## src/rtl/interface_controller_out.sv

```systemverilog
// rtl/interface_controller_out.sv - decodes framed commands popped from the ingress command FIFO
// Optional completed-message counter on msg_count_o: define INTERFACE_OUT_MSG_COUNT_EN.
module interface_controller_out #(
    parameter int HOST_W = 4
) (
    input  logic              clk,
    input  logic              rst,
    input  logic              empty_i,
    input  logic [7:0]        data_i,
    output logic              readreq_o,
    output logic              connect_valid_o,
    output logic              disconnect_valid_o,
    output logic [HOST_W-1:0] host_addr_o,
    output logic              msg_start_o,
    output logic [7:0]        msg_length_o,
    output logic              payload_valid_o,
    output logic [7:0]        payload_data_o,
    output logic              payload_last_o,
    input  logic              payload_ready_i,
    output logic              error_o,
    output logic [15:0]       msg_count_o
);
    typedef enum logic [2:0] {
        CMD_REQ, CMD_WAIT, LEN_REQ, LEN_WAIT, PAY_REQ, PAY_WAIT, PAY_HOLD
    } state_t;

    state_t     state;
    logic       outstanding;
    logic [7:0] remaining;
    logic       in_req;
    logic       pop;
    logic [2:0] opcode;
    logic       cmd_legal;

    assign in_req    = (state == CMD_REQ) || (state == LEN_REQ) || (state == PAY_REQ);
    // Gated by rst so a pop can never be lost while the frame is being abandoned.
    assign pop       = in_req && !empty_i && !outstanding && !rst;
    assign readreq_o = pop;
    assign opcode    = data_i[2:0];
    assign cmd_legal = ((data_i >> (3 + HOST_W)) == 8'd0) && (opcode <= 3'd2);

    always_ff @(posedge clk) begin
        if (rst) begin
            state              <= CMD_REQ;
            outstanding        <= 1'b0;
            remaining          <= 8'd0;
            connect_valid_o    <= 1'b0;
            disconnect_valid_o <= 1'b0;
            host_addr_o        <= '0;
            msg_start_o        <= 1'b0;
            msg_length_o       <= 8'd0;
            payload_valid_o    <= 1'b0;
            payload_data_o     <= 8'd0;
            payload_last_o     <= 1'b0;
            error_o            <= 1'b0;
        end else begin
            connect_valid_o    <= 1'b0;
            disconnect_valid_o <= 1'b0;
            msg_start_o        <= 1'b0;
            error_o            <= 1'b0;
            case (state)
                CMD_REQ: begin
                    if (pop) begin
                        outstanding <= 1'b1;
                        state       <= CMD_WAIT;
                    end
                end
                CMD_WAIT: begin
                    outstanding <= 1'b0;
                    if (!cmd_legal) begin
                        error_o <= 1'b1;
                        state   <= CMD_REQ;
                    end else begin
                        host_addr_o <= data_i[2+HOST_W:3];
                        case (opcode)
                            3'd0: begin
                                connect_valid_o <= 1'b1;
                                state           <= CMD_REQ;
                            end
                            3'd1: begin
                                disconnect_valid_o <= 1'b1;
                                state              <= CMD_REQ;
                            end
                            default: state <= LEN_REQ;
                        endcase
                    end
                end
                LEN_REQ: begin
                    if (pop) begin
                        outstanding <= 1'b1;
                        state       <= LEN_WAIT;
                    end
                end
                LEN_WAIT: begin
                    outstanding  <= 1'b0;
                    msg_length_o <= data_i;
                    msg_start_o  <= 1'b1;
                    remaining    <= data_i;
                    state        <= (data_i == 8'd0) ? CMD_REQ : PAY_REQ;
                end
                PAY_REQ: begin
                    if (pop) begin
                        outstanding <= 1'b1;
                        state       <= PAY_WAIT;
                    end
                end
                PAY_WAIT: begin
                    outstanding     <= 1'b0;
                    payload_data_o  <= data_i;
                    payload_valid_o <= 1'b1;
                    payload_last_o  <= (remaining == 8'd1);
                    state           <= PAY_HOLD;
                end
                PAY_HOLD: begin
                    if (payload_ready_i) begin
                        payload_valid_o <= 1'b0;
                        payload_last_o  <= 1'b0;
                        remaining       <= remaining - 8'd1;
                        state           <= payload_last_o ? CMD_REQ : PAY_REQ;
                    end
                end
                default: state <= CMD_REQ;
            endcase
        end
    end

`ifdef INTERFACE_OUT_MSG_COUNT_EN
    logic [15:0] msg_count;

    // A message completes on its zero length byte or when its last payload byte is taken.
    always_ff @(posedge clk) begin
        if (rst) begin
            msg_count <= 16'h0;
        end else if (((state == LEN_WAIT) && (data_i == 8'd0)) ||
                     ((state == PAY_HOLD) && payload_ready_i && payload_last_o)) begin
            msg_count <= msg_count + 16'd1;
        end
    end

    assign msg_count_o = msg_count;
`else
    assign msg_count_o = 16'h0;
`endif

endmodule

```

## config.mk

```make
export PLATFORM = sky130hd
export DESIGN_NAME = interface_controller_out
export DESIGN_NICKNAME = d
export VERILOG_FILES = /design/src/rtl/interface_controller_out.sv
export SDC_FILE = /design/constraint.sdc
export NUM_CORES = 1
export LEC_CHECK = 0
export CAP_MARGIN = 20
export CORE_MARGIN = 2
export CORE_UTILIZATION = 29
export DETAILED_ROUTE_END_ITERATION = 12
export SLEW_MARGIN = 30
export SYNTH_ARGS = -nofsm -noshare
export SYNTH_HDL_FRONTEND = slang
export SYNTH_SLANG_ARGS = --single-unit
```

## constraint.sdc

```tcl
create_clock -name clk -period 4.7 [get_ports clk]
set_input_delay 0.94 -clock clk [delete_from_list [all_inputs] [get_ports clk]]
set_output_delay 0.94 -clock clk [all_outputs]
set_load 0.01 [all_outputs]
```

Yosys cells after proc, flatten, opt, wreduce, memory -nomap -nowiden:

Index checks and enable logic that the tools add are counted.
W data, S select, Z words.

* $add $sub $neg: 1
* $lt $le $gt $ge: 1
* equal/unequal tests: 13
* muxes and demuxes: 20
* bitwise logic cells: 2
* reduce and logical (&&, ||, !) cells: 26

Operator list (number)
* $pmux W3 S7: 1
* $mux W3: 6
* $logic_not A8 Y1: 2
* $pmux W8 S2: 1
* $eq A3 B3 Y1 const B: 3
* $reduce_or A3 Y1: 3
* $eq A8 B1 Y1 const B: 1
* $mux W8: 1
* $ne A2 B2 Y1 const B: 4
* $reduce_and A2 Y1: 4
* $sub A8 B1 Y8 const B: 1
* $eq A3 B1 Y1 const B: 2
* $eq A3 B2 Y1 const B: 2
* $logic_not A3 Y1: 2
* $mux W1: 6
* $pmux W1 S2: 3
* $reduce_bool A2 Y1: 3
* $logic_and A1 B1 Y1: 4
* $mux W2: 2
* $reduce_and A4 Y1: 1
* $reduce_or A2 Y1: 2
* $le A3 B2 Y1 const B: 1
* $logic_not A1 Y1: 3
* $logic_or A1 B1 Y1: 2
* 2 further kinds: 3

* bits in registers: 38
* bits of input ports: 12
* output and inout bits: 43
* logic and storage cells: 75

Depth between registers and ports, before layout:

* depth after elaboration: 8
* depth in mapped cells: 6
* gate-level depth less buffers: 6

Least setup slack after synthesis:

No wires, ideal clock.

* path type: in2out
* start point: input rst
* end point: output readreq_o
* data arrival time: 1.496 ns
* required time: 3.760 ns
* path slack: 2.264 ns
* stages on the path: 2
* path buffers: 1
* cells stage by stage: buf_4 nor4_1

* cells in the longest elaborated chain, start to end: 2

Ends and longest elaborated chain
* start, declared: line 7 `input logic rst,`
* $logic_not A1 Y1: line 37 `assign pop = in_req && !empty_i && !outstanding && !rst;`
* $logic_and A1 B1 Y1: line 37
* end, declared: line 10 `output logic readreq_o,`

Every way passes these cells.

Worst setup path in the final report:

* start point: input empty_i
* end point: output readreq_o

* cells in the longest elaborated chain, start to end: 4

Ends and longest elaborated chain
* start, declared: line 8 `input logic empty_i,`
* $logic_not A1 Y1: line 37
* $logic_and A1 B1 Y1 (3 in series): line 37

Every way passes these cells.

==> impl_metrics.py <==
metrics = {
    "run_status": {
        "status": "complete, no violations",
    },
    "route": {
        "viasPerCell": 4.699,
        "vias": 1499,
        "drc": 0,
        "dr.pass1.iters": 4,
        "drt-initial-drc-count": 71,
        "wl_per_cell_um": 12.97,
        "routed_wl_mm": 4.138,
        "ant_nets": 0,
    },
    "flow_run": {
        "drv_cap": 0,
    },
    "floorplan": {
        "dieHeight_um": 83.40,
        "die_w_um": 83.40,
        "io_pins": 55,
        "die-area_um2": 6955,
        "start_util": 0.3051,
        "core_area_um2": 5991,
        "fp-row-count": 28,
    },
    "timing": {
        "max-slew-margin-rel": 0.5268,
        "fmax_mhz": 309.6,
        "setup_tns_ns": 0,
        "rsz0062_at_grt": "no",
        "finalClockSkew_ns": 0.005878,
        "fin_ws_ns": 1.470,
        "hold_viol_final": 0,
        "fin_crit_ns": 3.230,
        "tightest_slew_ns": 0.7077,
        "drv_slew": 0,
        "setup_viol": 0,
        "fin_crit_sh": 0.6871,
    },
    "clock_network": {
        "cts_tree": "yes",
        "cts_setup_buffers": 0,
        "cts.clk_slew.worst_paths_ns": 0.07,
        "cts_resized": 0,
        "cts_hold_buf": 0,
        "clock_latency_ns": 0.28,
        "ctsRootBufferMaster": "clkbuf_8",
        "cts_buffer_depth": 2,
        "clock-sinks": 38,
        "cts_buffers": 5,
        "htree_num_levels": 2,
    },
    "cells_and_area": {
        "fin_util": 0.3726,
        "n_fill_cell": 628,
        "layout-drive-gt1-share": 0.05738,
        "final_cell_mix": "38 x dfxtp_1, 38 x clkdlybuf4s50_1, 29 x nand2_1",
        "register_area_um2": 760.7,
        "area_growth_pct": 22.11,
        "design_area_um2": 2232,
        "fin_nets": 259,
        "final_cells": 319,
        "multi_input_area_um2": 888.4,
        "antenna_cells": 0,
    },
    "yosys": {
        "synth.yosys.warnings": 0,
        "synthCells": 213,
        "yosysTopAreaCell": "dfxtp_1",
        "synth.distinct_cells": 40,
        "synth-seq-area-share": 0.4162,
        "ys_ff_latch": 38,
        "avgSynthCellArea_um2": 8.582,
        "synth_top_area_share": 0.4162,
        "synth.area.top_cells": "dfxtp_1 42%, buf_4 7.0%, a21oi_1 6.0%",
        "netlist_area_um2": 1828,
    },
    "critical_path": {
        "crit_chain": "clkdlybuf4s50_1, nand2b_1, nor4_1, clkdlybuf4s50_1",
        "slowest_stage": "clkdlybuf4s50_1",
        "startpoint_type": "input port",
        "reg2reg_depth": 4,
        "critPathMaxStageDelay_ns": 0.58,
        "cp-startpoint": "empty_i",
        "worstReg2RegStart": "state[0]$_SDFFE_PP0P_",
        "end_kind": "output port",
        "arrival_ns": 2.29,
        "critPathKind": "input port to output port",
        "cp_max_fo": 3,
        "crit_top_cell": "clkdlybuf4s50_1",
        "critPathRequiredTime_ns": 3.76,
    },
    "worst_hold_path": {
        "min_from": "payload_valid_o$_SDFFE_PP0P_",
        "min_path_type": "register to register",
        "hold-path-cell-count": 2,
    },
    "placed_design": {
        "portBuffers": 38,
        "gp_congestion": 0.7819,
        "dp_hpwl_mm": 2.869,
        "placedCellCount": 313,
        "dpl_worst_slack_ns": 1.455,
        "dpl_cell_area_um2": 2150,
    },
    "power": {
        "irDropWorstVdd_uv": 138.6,
        "leakagePower_nw": 0.8806,
        "powerDensity_nw_per_um2": 276.2,
    },
    "grt": {
        "grt_max_degree": 38,
        "grt_overflow": 0,
        "grt_first_pass_wirelength_mm": 6.927,
        "grt_pass1_vias": 1474,
        "antenna_found_initial": 0,
        "grtUsageTotal": 0.1211,
    },
}
cell usage after synthesis, drive strengths merged:
cell type	number
buf	21
ha	2
or3b	1
nand2	29
inv	5
nor4b	1
or4	2
nor4	5
or3	1
and3b	1
a21oi	22
o41ai	1
nand2b	2
nand3	2
nor3b	3
o22ai	1
and2	3
nand3b	3
a211oi	4
clkbuf	8
nor3	2
conb	1
nand4b	2
or2	1
dfxtp	38
o21bai	1
o21ai	7
a221oi	1
nor2	25
o211ai	1
o31ai	1
a32o	1
mux2i	11
a21o	3
o21a	1
metal layers:
layer	up-vias	share of wire	track usage
met4	0	0.012	0.03577
met1	700	0.47	0.1553
li1	757	-	-
met3	5	0.057	0.04076
met2	37	0.47	0.1928
met5	-	0	0
worst paths after layout:
path	to	slack [ns]
worst max-delay path	readreq_o	1.47
worst max register to register	remaining[6]$_SDFFE_PP0P_	2.90
worst min-delay path	payload_valid_o$_SDFFE_PP0P_	0.46
worst min register to register	payload_valid_o$_SDFFE_PP0P_	0.46
final cells by class:
cell class / instances / share of cell area
inverter: 5 / 0.008408
timing repair buffer: 39 / 0.1738
sequential: 38 / 0.3408
multi-input combinational: 156 / 0.3980
clock buffer: 6 / 0.03700
tap: 75 / 0.04204
worst max-delay path: cells and delay by family:
family / cells / cell delay [ns]
and+or+nand+nor: 2 / 0.36
buffers and inverters: 2 / 1.00
kinds of logic after synthesis:
logic type      count (synthesis)  synth area share
buf+inv                        34            0.1287
other cells                     1          0.002051
mux                            11           0.06024
fa+ha+maj                       2           0.01369
flops                          38            0.4162
compound gates                 44            0.1561
simple gates                   83            0.2231
sequential cells by signal, indices dropped and copies added, names as in the netlist:
signal	flops
connect_valid_o	1
payload_valid_o	1
host_addr_o	4
payload_data_o	8
payload_last_o	1
msg_start_o	1
state	3
disconnect_valid_o	1
outstanding	1
error_o	1
remaining	8
msg_length_o	8
through the flow:
stage | total power (W) | hold WS [ns]
CTS | 0.0006241 | 0.4584
finish | 0.0006165 | 0.4552
detailed placement | 0.0004056 | 0.4487
global route | 0.0006456 | 0.4878
global placement | 0.0004054 | 0.4431
floorplan | 0.0003912 | 0.4458
report_power, final:
part	total [W]	internal, W	switching, W
combinational	0.0000610	0.0000267	0.0000343
clock	0.000218	0.000113	0.000105
sequential	0.000337	0.000328	0.00000880
total	0.000617	0.000468	0.000148
Note: power is estimated with default switching activity, not from simulation.
